===== src/rtl/audio_tone_source.sv =====
// Audio tone source for the HDMI audio input, clocked entirely by clk_pixel.
// A fractional divider produces clk_audio at AUDIO_RATE with no long-term drift.
// Two phase-accumulator tone generators (left/right) are scaled by a gain that
// ramps one step per sample, which avoids clicks on enable, disable and volume change.
//
// Handshake: there is no backpressure. sample_strobe is a one-cycle valid pulse
// that marks new data on audio_sample_word. The word then holds until the next
// pulse. It changes in the cycle after clk_audio falls, so it is stable for half
// an audio period before the consumer's clk_audio rising edge.
module audio_tone_source #(
   parameter int CLKFRQ_HZ  = 74_250_000,
   parameter int AUDIO_RATE = 48000,
   parameter int BIT_WIDTH  = 16
) (
   input  logic                      clk_pixel,
   input  logic                      sys_resetn,
   input  logic                      enable,
   input  logic [1:0]                wave_sel,
   input  logic [7:0]                volume,
   input  logic [15:0]               freq_word_l,
   input  logic [15:0]               freq_word_r,
   output logic                      clk_audio,
   output logic                      sample_strobe,
   output logic [1:0][BIT_WIDTH-1:0] audio_sample_word,
   output logic                      busy,
   output logic [1:0]                dbg_state
);

   localparam logic [31:0] ACC_INC = 32'(2 * AUDIO_RATE);
   localparam logic [31:0] ACC_LIM = 32'(CLKFRQ_HZ);

   typedef enum logic [1:0] {
      ST_IDLE      = 2'd0,
      ST_RAMP_UP   = 2'd1,
      ST_RUN       = 2'd2,
      ST_RAMP_DOWN = 2'd3
   } state_t;

   state_t      state, state_n;
   logic [31:0] acc;
   logic [31:0] acc_sum;
   logic        wrap;
   logic        tick;
   logic [7:0]  gain;
   logic [7:0]  target;
   logic [7:0]  gain_step;
   logic        phase_clear;
   logic [15:0] phase_l, phase_r;

   // Raw waveform value for a 16-bit phase.
   function automatic logic signed [15:0] raw_sample(input logic [15:0] p, input logic [1:0] sel);
      logic [14:0]        mag;
      logic signed [16:0] tri_v;
      mag   = p[15] ? ~p[14:0] : p[14:0];
      tri_v = $signed({1'b0, mag, 1'b0}) - 17'sd32767;
      case (sel)
         2'd0:    raw_sample = p[15] ? 16'sh8001 : 16'sh7FFF;
         2'd1:    raw_sample = $signed({~p[15], p[14:0]});
         2'd2:    raw_sample = tri_v[15:0];
         default: raw_sample = 16'sd0;
      endcase
   endfunction

   // Multiply by unsigned gain, arithmetic shift right by 8, truncate.
   function automatic logic [BIT_WIDTH-1:0] scale(input logic signed [15:0] raw, input logic [7:0] g);
      logic signed [24:0] raw_x;
      logic signed [24:0] g_x;
      logic signed [24:0] prod;
      logic signed [24:0] shifted;
      raw_x   = 25'(raw);
      g_x     = $signed({17'd0, g});
      prod    = raw_x * g_x;
      shifted = prod >>> 8;
      scale   = shifted[BIT_WIDTH-1:0];
   endfunction

   assign acc_sum = acc + ACC_INC;
   assign wrap    = (acc_sum >= ACC_LIM);
   // The update tick is the wrap that takes clk_audio from 1 to 0.
   assign tick    = wrap & clk_audio;

   // Fractional divider: accumulate 2*AUDIO_RATE and toggle clk_audio on each wrap.
   always_ff @(posedge clk_pixel) begin
      if (!sys_resetn) begin
         acc       <= 32'd0;
         clk_audio <= 1'b0;
      end else if (wrap) begin
         acc       <= acc_sum - ACC_LIM;
         clk_audio <= ~clk_audio;
      end else begin
         acc       <= acc_sum;
      end
   end

   // Gain moves one step toward the target each tick and never overshoots.
   always_comb begin
      target    = enable ? volume : 8'd0;
      gain_step = gain;
      if (gain < target)
         gain_step = gain + 8'd1;
      else if (gain > target)
         gain_step = gain - 8'd1;
   end

   // FSM state register; it advances only on update ticks.
   always_ff @(posedge clk_pixel) begin
      if (!sys_resetn)
         state <= ST_IDLE;
      else if (tick)
         state <= state_n;
   end

   // Next-state logic, evaluated against the gain after this tick's step.
   always_comb begin
      state_n     = state;
      phase_clear = 1'b0;
      case (state)
         ST_IDLE: begin
            if (enable && (volume != 8'd0))
               state_n = ST_RAMP_UP;
         end
         ST_RAMP_UP: begin
            if (!enable)
               state_n = ST_RAMP_DOWN;
            else if (gain_step == volume)
               state_n = ST_RUN;
            else if (volume < gain_step)
               state_n = ST_RAMP_DOWN;
         end
         ST_RUN: begin
            if (!enable || (volume < gain_step))
               state_n = ST_RAMP_DOWN;
            else if (volume > gain_step)
               state_n = ST_RAMP_UP;
         end
         ST_RAMP_DOWN: begin
            if (!enable) begin
               if (gain_step == 8'd0)
                  state_n = ST_IDLE;
            end else if (gain_step == volume) begin
               state_n     = ST_RUN;
               phase_clear = 1'b1;
            end else if (volume > gain_step) begin
               state_n = ST_RAMP_UP;
            end
         end
         default: state_n = ST_IDLE;
      endcase
      if (state_n == ST_IDLE)
         phase_clear = 1'b1;
   end

   // Datapath: on each tick, step the gain, advance the phases and load new samples.
   always_ff @(posedge clk_pixel) begin
      if (!sys_resetn) begin
         sample_strobe     <= 1'b0;
         gain              <= 8'd0;
         phase_l           <= 16'd0;
         phase_r           <= 16'd0;
         audio_sample_word <= '0;
      end else begin
         sample_strobe <= tick;
         if (tick) begin
            gain <= gain_step;
            if (state_n == ST_IDLE) begin
               audio_sample_word <= '0;
            end else begin
               audio_sample_word[1] <= scale(raw_sample(phase_l, wave_sel), gain_step);
               audio_sample_word[0] <= scale(raw_sample(phase_r, wave_sel), gain_step);
            end
            phase_l <= phase_clear ? 16'd0 : phase_l + freq_word_l;
            phase_r <= phase_clear ? 16'd0 : phase_r + freq_word_r;
         end
      end
   end

   assign busy      = (state != ST_IDLE);
   assign dbg_state = state;

endmodule


===== config.mk =====
export PLATFORM = sky130hd
export DESIGN_NAME = audio_tone_source
export DESIGN_NICKNAME = d
export VERILOG_FILES = /design/src/rtl/audio_tone_source.sv
export SDC_FILE = /design/constraint.sdc
export NUM_CORES = 1
export LEC_CHECK = 0
export BUFFER_PORTS_ARGS = -buffer_cell sky130_fd_sc_hd__buf_2
export CAP_MARGIN = 20
export CORE_MARGIN = 4
export CORE_UTILIZATION = 55
export CTS_CLUSTER_SIZE = 12
export DETAILED_ROUTE_END_ITERATION = 8
export GPL_ROUTABILITY_DRIVEN = 0
export GPL_TIMING_DRIVEN = 0
export HOLD_SLACK_MARGIN = 0.05
export PLACE_DENSITY = 0.78
export SLEW_MARGIN = 20
export SYNTH_ARGS = -nofsm -noshare
export SYNTH_HDL_FRONTEND = slang
export SYNTH_SLANG_ARGS = --single-unit
export TNS_END_PERCENT = 20

===== constraint.sdc =====
create_clock -name clk_pixel -period 10.45 [get_ports clk_pixel]
set_input_delay 1.045 -clock clk_pixel [delete_from_list [all_inputs] [get_ports clk_pixel]]
set_output_delay 1.045 -clock clk_pixel [all_outputs]
set_load 0.05 [all_outputs]

-- Word level (Yosys, flattened, before mapping)
Index checks and enable logic that the tools add are counted.
- input bits: 45
- word-level logic and storage cells: 78
- register bits: 108
- output and inout port bits: 37
- multiplexer cells: 33
- add/subtract/negate cells: 8
- $mul: 2
- magnitude comparators: 5
- bitwise gates (word level): 6
- reductions and logical operators: 9
- eq/ne operators: 6
- operators with widths (cell ; number):
    2-to-1 mux 16 bit ; 10
    one-hot mux 16 bit (3 select lines) ; 2
    2-to-1 mux 32 bit ; 2
    multiplier 16 x 9 -> 24 bit ; 2
    adder 16 bit ; 2
    adder 32 x 17 -> 32 bit (second input constant) ; 1
    >= comparator 32 x 27 -> 1 bit (second input constant) ; 1
    subtractor 16 x 15 -> 16 bit (second input constant) ; 2
    subtractor 32 x 27 -> 32 bit (second input constant) ; 1
    2-to-1 mux 15 bit ; 2
    NOT 15 bit ; 2
    2-to-1 mux 8 bit ; 3
    2-to-1 mux 2 bit ; 9
    greater-than comparator 8 bit ; 2
    < comparator 8 bit ; 2
    adder 8 x 1 -> 8 bit (second input constant) ; 1
    equality test 8 bit ; 1
    zero test 8 bit ; 1
    one-hot mux 2 bit (4 select lines) ; 1
    nonzero test 8 bit ; 1
    subtractor 8 x 1 -> 8 bit (second input constant) ; 1
    equality test 2 bit (second input constant) ; 3
    zero test 2 bit ; 3
    equality test 2 x 1 -> 1 bit (second input constant) ; 2
    other kinds (7) ; 12

-- Depth between registers and ports, before layout
- word-level depth: 15
- gate-level depth with buffers: 32

-- Worst setup path after synthesis
No wires, ideal clock.
- kind: input port to flip-flop
- from: input port enable
- to: register audio_sample_word[30] (netlist name)
- arrival time: 7.821 ns
- library setup time: 0.117 ns
- required time: 10.333 ns
- stages: 28
- setup slack: 2.511 ns
- cell sequence: clkbuf_1 nand2_1 ha_1 nor2b_1 o31a_1 o221ai_2 nand3_1 mux2_2 xnor2_1 clkbuf_1 buf_1 nand2_1 fa_1 inv_1 fa_1 fa_1 inv_1 fa_1 inv_1 ha_1 a2111oi_0 and3_1 a21oi_1 nand3_1 nand3_1 a31o_2 a211o_1 a32o_1
- cells in the longest elaborated chain, start to end: 11
- elaborated cells between the ends (all ways): 25
- those cells by class: mul (1); order compare (4); eq/ne (1); mux (14); reduce/logical (5)
- RTL lines (element ; RTL line ; text):
    start, declared ; 17 ; input logic enable,
    branches (longest 10 deep; another with multiplier 16 x 9 -> 24 bit) ; -- ;
    2-to-1 mux 32 bit (*) ; 165 ; if (state_n == ST_IDLE) begin
    end, declared ; 24 ; output logic [1:0][BIT_WIDTH-1:0] audio_sample_word,
Every way passes the cells marked *.
A chain may end at the register's enable or synchronous reset.

-- Worst setup path after layout
Same ends and word-level chain as after synthesis.

==> impl_metrics.ini <==
[cells_and_area]
diodes = 0
mostFrequentLayoutCell = inv_1
area_growth_pct = 7.62
drive_above_1_share_pct = 7.30
nFillCells = 2440
mostFrequentLayoutCells = inv_1, nand2_1, fa_1
nets = 2392
fin_util_pct = 60.4

[die]
io-pin-count = 82
die_w_um = 177
core_area_um2 = 28000
start_util_pct = 56.1
dieArea_um2 = 31300
fp.dieH_um = 177
rows = 61

[setup_path]
cp-start-kind = input port
reg2reg_slack_ns = 1.79
cp_max_fo = 10
cp_data_required_time_ns = 10.73
end_kind = flip-flop
reg2reg_from = gain[0]
max_stage_delay_ns = 0.78
crit_top_cell = fa_1
r2r-end = audio_sample_word[30]
worst_path_max_delay_cell = a2111oi_0
crit_type = input port to flip-flop
cp_data_arrival_time_ns = 9.52
ff2ff_path_depth = 27

[global_route]
antenna_found_initial = 0
grt_pass1_vias = 13625
globalRouteTotalUtil_pct = 26.4
grt_max_degree = 22
grt_overflow = 0
grt_pass1_wl_um = 67000

[yosys]
synth-seq-area-share_pct = 13.3
yosys-top-cells-area = fa_1, dfxtp_1, ha_1
synth_area_um2 = 15700
synth_top_family_by_area = adder cells
synth.avg_cell_area_um2 = 8.20
synth-seq-cells = 104
synthMuxAreaShare_pct = 0.263
synth_fa_ha_area_share_pct = 36.5
synth_nets = 2300
synth_top_area_share_pct = 25.5
synthArstFlopShare_pct = 0
synth_edf_count = 0
synthSimpleGateAreaFrac_pct = 18.6
synth_compound_area_share_pct = 15.4
synthXorXnorAreaFrac_pct = 6.91
postSynthCellCount = 1917
synth_ff_type = dfxtp_1
yosysWarningCount = 0
yosysUniqueCellTypes = 73
synth_top_area_cell = fa_1

[timing]
max_freq_ghz = 0.108
maxSlewViolCount = 0
skew_ns = 0.0140
hold_violations = 0
min_period_over_period_pct = 88.4
tns_ns = 0
rsz0062_at_grt = no
relSlewSlack_pct = 27.6
setup_viol_count_final = 0
period_needed_ns = 9.24
worst_pin_slew_ns = 1.08

[clock_tree]
clk_pin_slew_ns = 0.09
cts_resized = 0
numClockSinks = 104
hold_buffers = 0
post-cts-setup-buffers = 0
clkLatencyLatePin_ns = 0.38
clk_path_buf_depth = 2
cts_root_buf = clkbuf_16
cts_made_buffers = 9
cts-htree-levels = 3
cts_tree = yes

[placed_design]
portBuffers = 81
dp_hpwl_um = 32500

[routing]
first_pass_iters = 5
vias = 13678
drt-total-wl_um = 39800
dr.first_iter.drc_count = 1015
vias_per_cell = 5.72
final_antenna_net_count = 0
wire_per_inst_um = 16.6
drc = 0

[hold_path]
whs_endpoint = audio_sample_word[30]
hold_start = audio_sample_word[30]
whs_path_depth = 1
min_path_type = flip-flop to flip-flop

[flow_run]
drv_cap = 0

[outcome]
status = complete, no violations
-- cell families after synthesis --
| logic type | count (synthesis) |
|---|---|
| DFF | 104 |
| AOI/OAI and AO/OA | 341 |
| buffers and inverters | 372 |
| adders and majority gates | 338 |
| muxes | 4 |
| xor gates and xnor gates | 124 |
| and+or+nand+nor | 634 |
-- stage by stage --
| step | hold slack (ns) | instance area, um^2 | std cells | setup slack, ns |
|---|---|---|---|---|
| detailed placement | 0.458 | 16600 | 2376 | 0.916 |
| global placement | 0.459 | 16600 | 2376 | 0.957 |
| global route | 0.486 | 16900 | 2392 | 0.699 |
| finish | 0.477 | 16900 | 2392 | 1.21 |
| CTS | 0.481 | 16900 | 2392 | 1.32 |
| floorplan | 0.466 | 15700 | 1917 | 2.51 |
-- routing by layer --
| layer | track usage, % | wire, um | part of all wire [%] | vias up |
|---|---|---|---|---|
| met5 | 0 | 0 | 0 | - |
| met2 | 43.9 | 18800 | 47 | 482 |
| met3 | 3.67 | 2620 | 6.6 | 85 |
| met1 | 35.6 | 17100 | 43 | 6667 |
| li1 | - | - | - | 6444 |
| met4 | 8.74 | 1260 | 3.2 | 0 |
-- sequential cells by signal, summed over array words and instances, names as in the netlist --
| name | flops |
|---|---|
| audio_sample_word | 32 |
| phase_r | 16 |
| gain | 8 |
| acc | 28 |
| clk_audio | 1 |
| sample_strobe | 1 |
| dbg_state | 2 |
| phase_l | 16 |
-- synth_stat cells, types with 14 or more instances --
master	number
inv_1	300
nand2_1	231
fa_1	200
nor2_1	186
ha_1	138
dfxtp_1	104
xnor2_1	92
a21oi_1	61
a22o_1	61
o21ai_0	54
clkbuf_1	45
nor2b_1	40
xor2_1	32
nor3_1	31
a21o_1	27
nand3_1	27
and3_1	17
nand2b_1	17
o21a_1	15
and2_1	14
o21ai_1	14
-- worst max-delay path, delay by kind of cell --
family	cells	cell delay [ns]
mux	1	0.30
compound gates	7	2.55
xor+xnor	1	0.18
simple gates	6	1.03
fa+ha+maj	6	2.62
buf+inv	7	1.79
-- how the worst max path moves through the flow --
| stage | from | endpoint | slack, ns |
|---|---|---|---|
| CTS | enable | audio_sample_word[30] | 1.32 |
| finish | enable | audio_sample_word[30] | 1.21 |
| global placement | enable | audio_sample_word[15] | 0.96 |
| floorplan | enable | audio_sample_word[30] | 2.51 |
| detailed placement | enable | audio_sample_word[30] | 0.92 |
| global route | enable | audio_sample_word[30] | 0.70 |
-- area by class of cell --
class                   instances  area (um^2)  share of cell area [%]
repair buffers                 81          405                    2.40
plain buffers                  68          290                    1.72
inverters                     304         1140                    6.75
multi-input cells            1441        12200                    72.2
clock inverters                 7         81.3                   0.481
well taps                     378          473                    2.80
flip-flops and latches        104         2080                    12.3
clock buffers                   9          225                    1.33
Power is not shown: default switching activity piles up to over one toggle a cycle in this logic, so the estimate is an artifact.
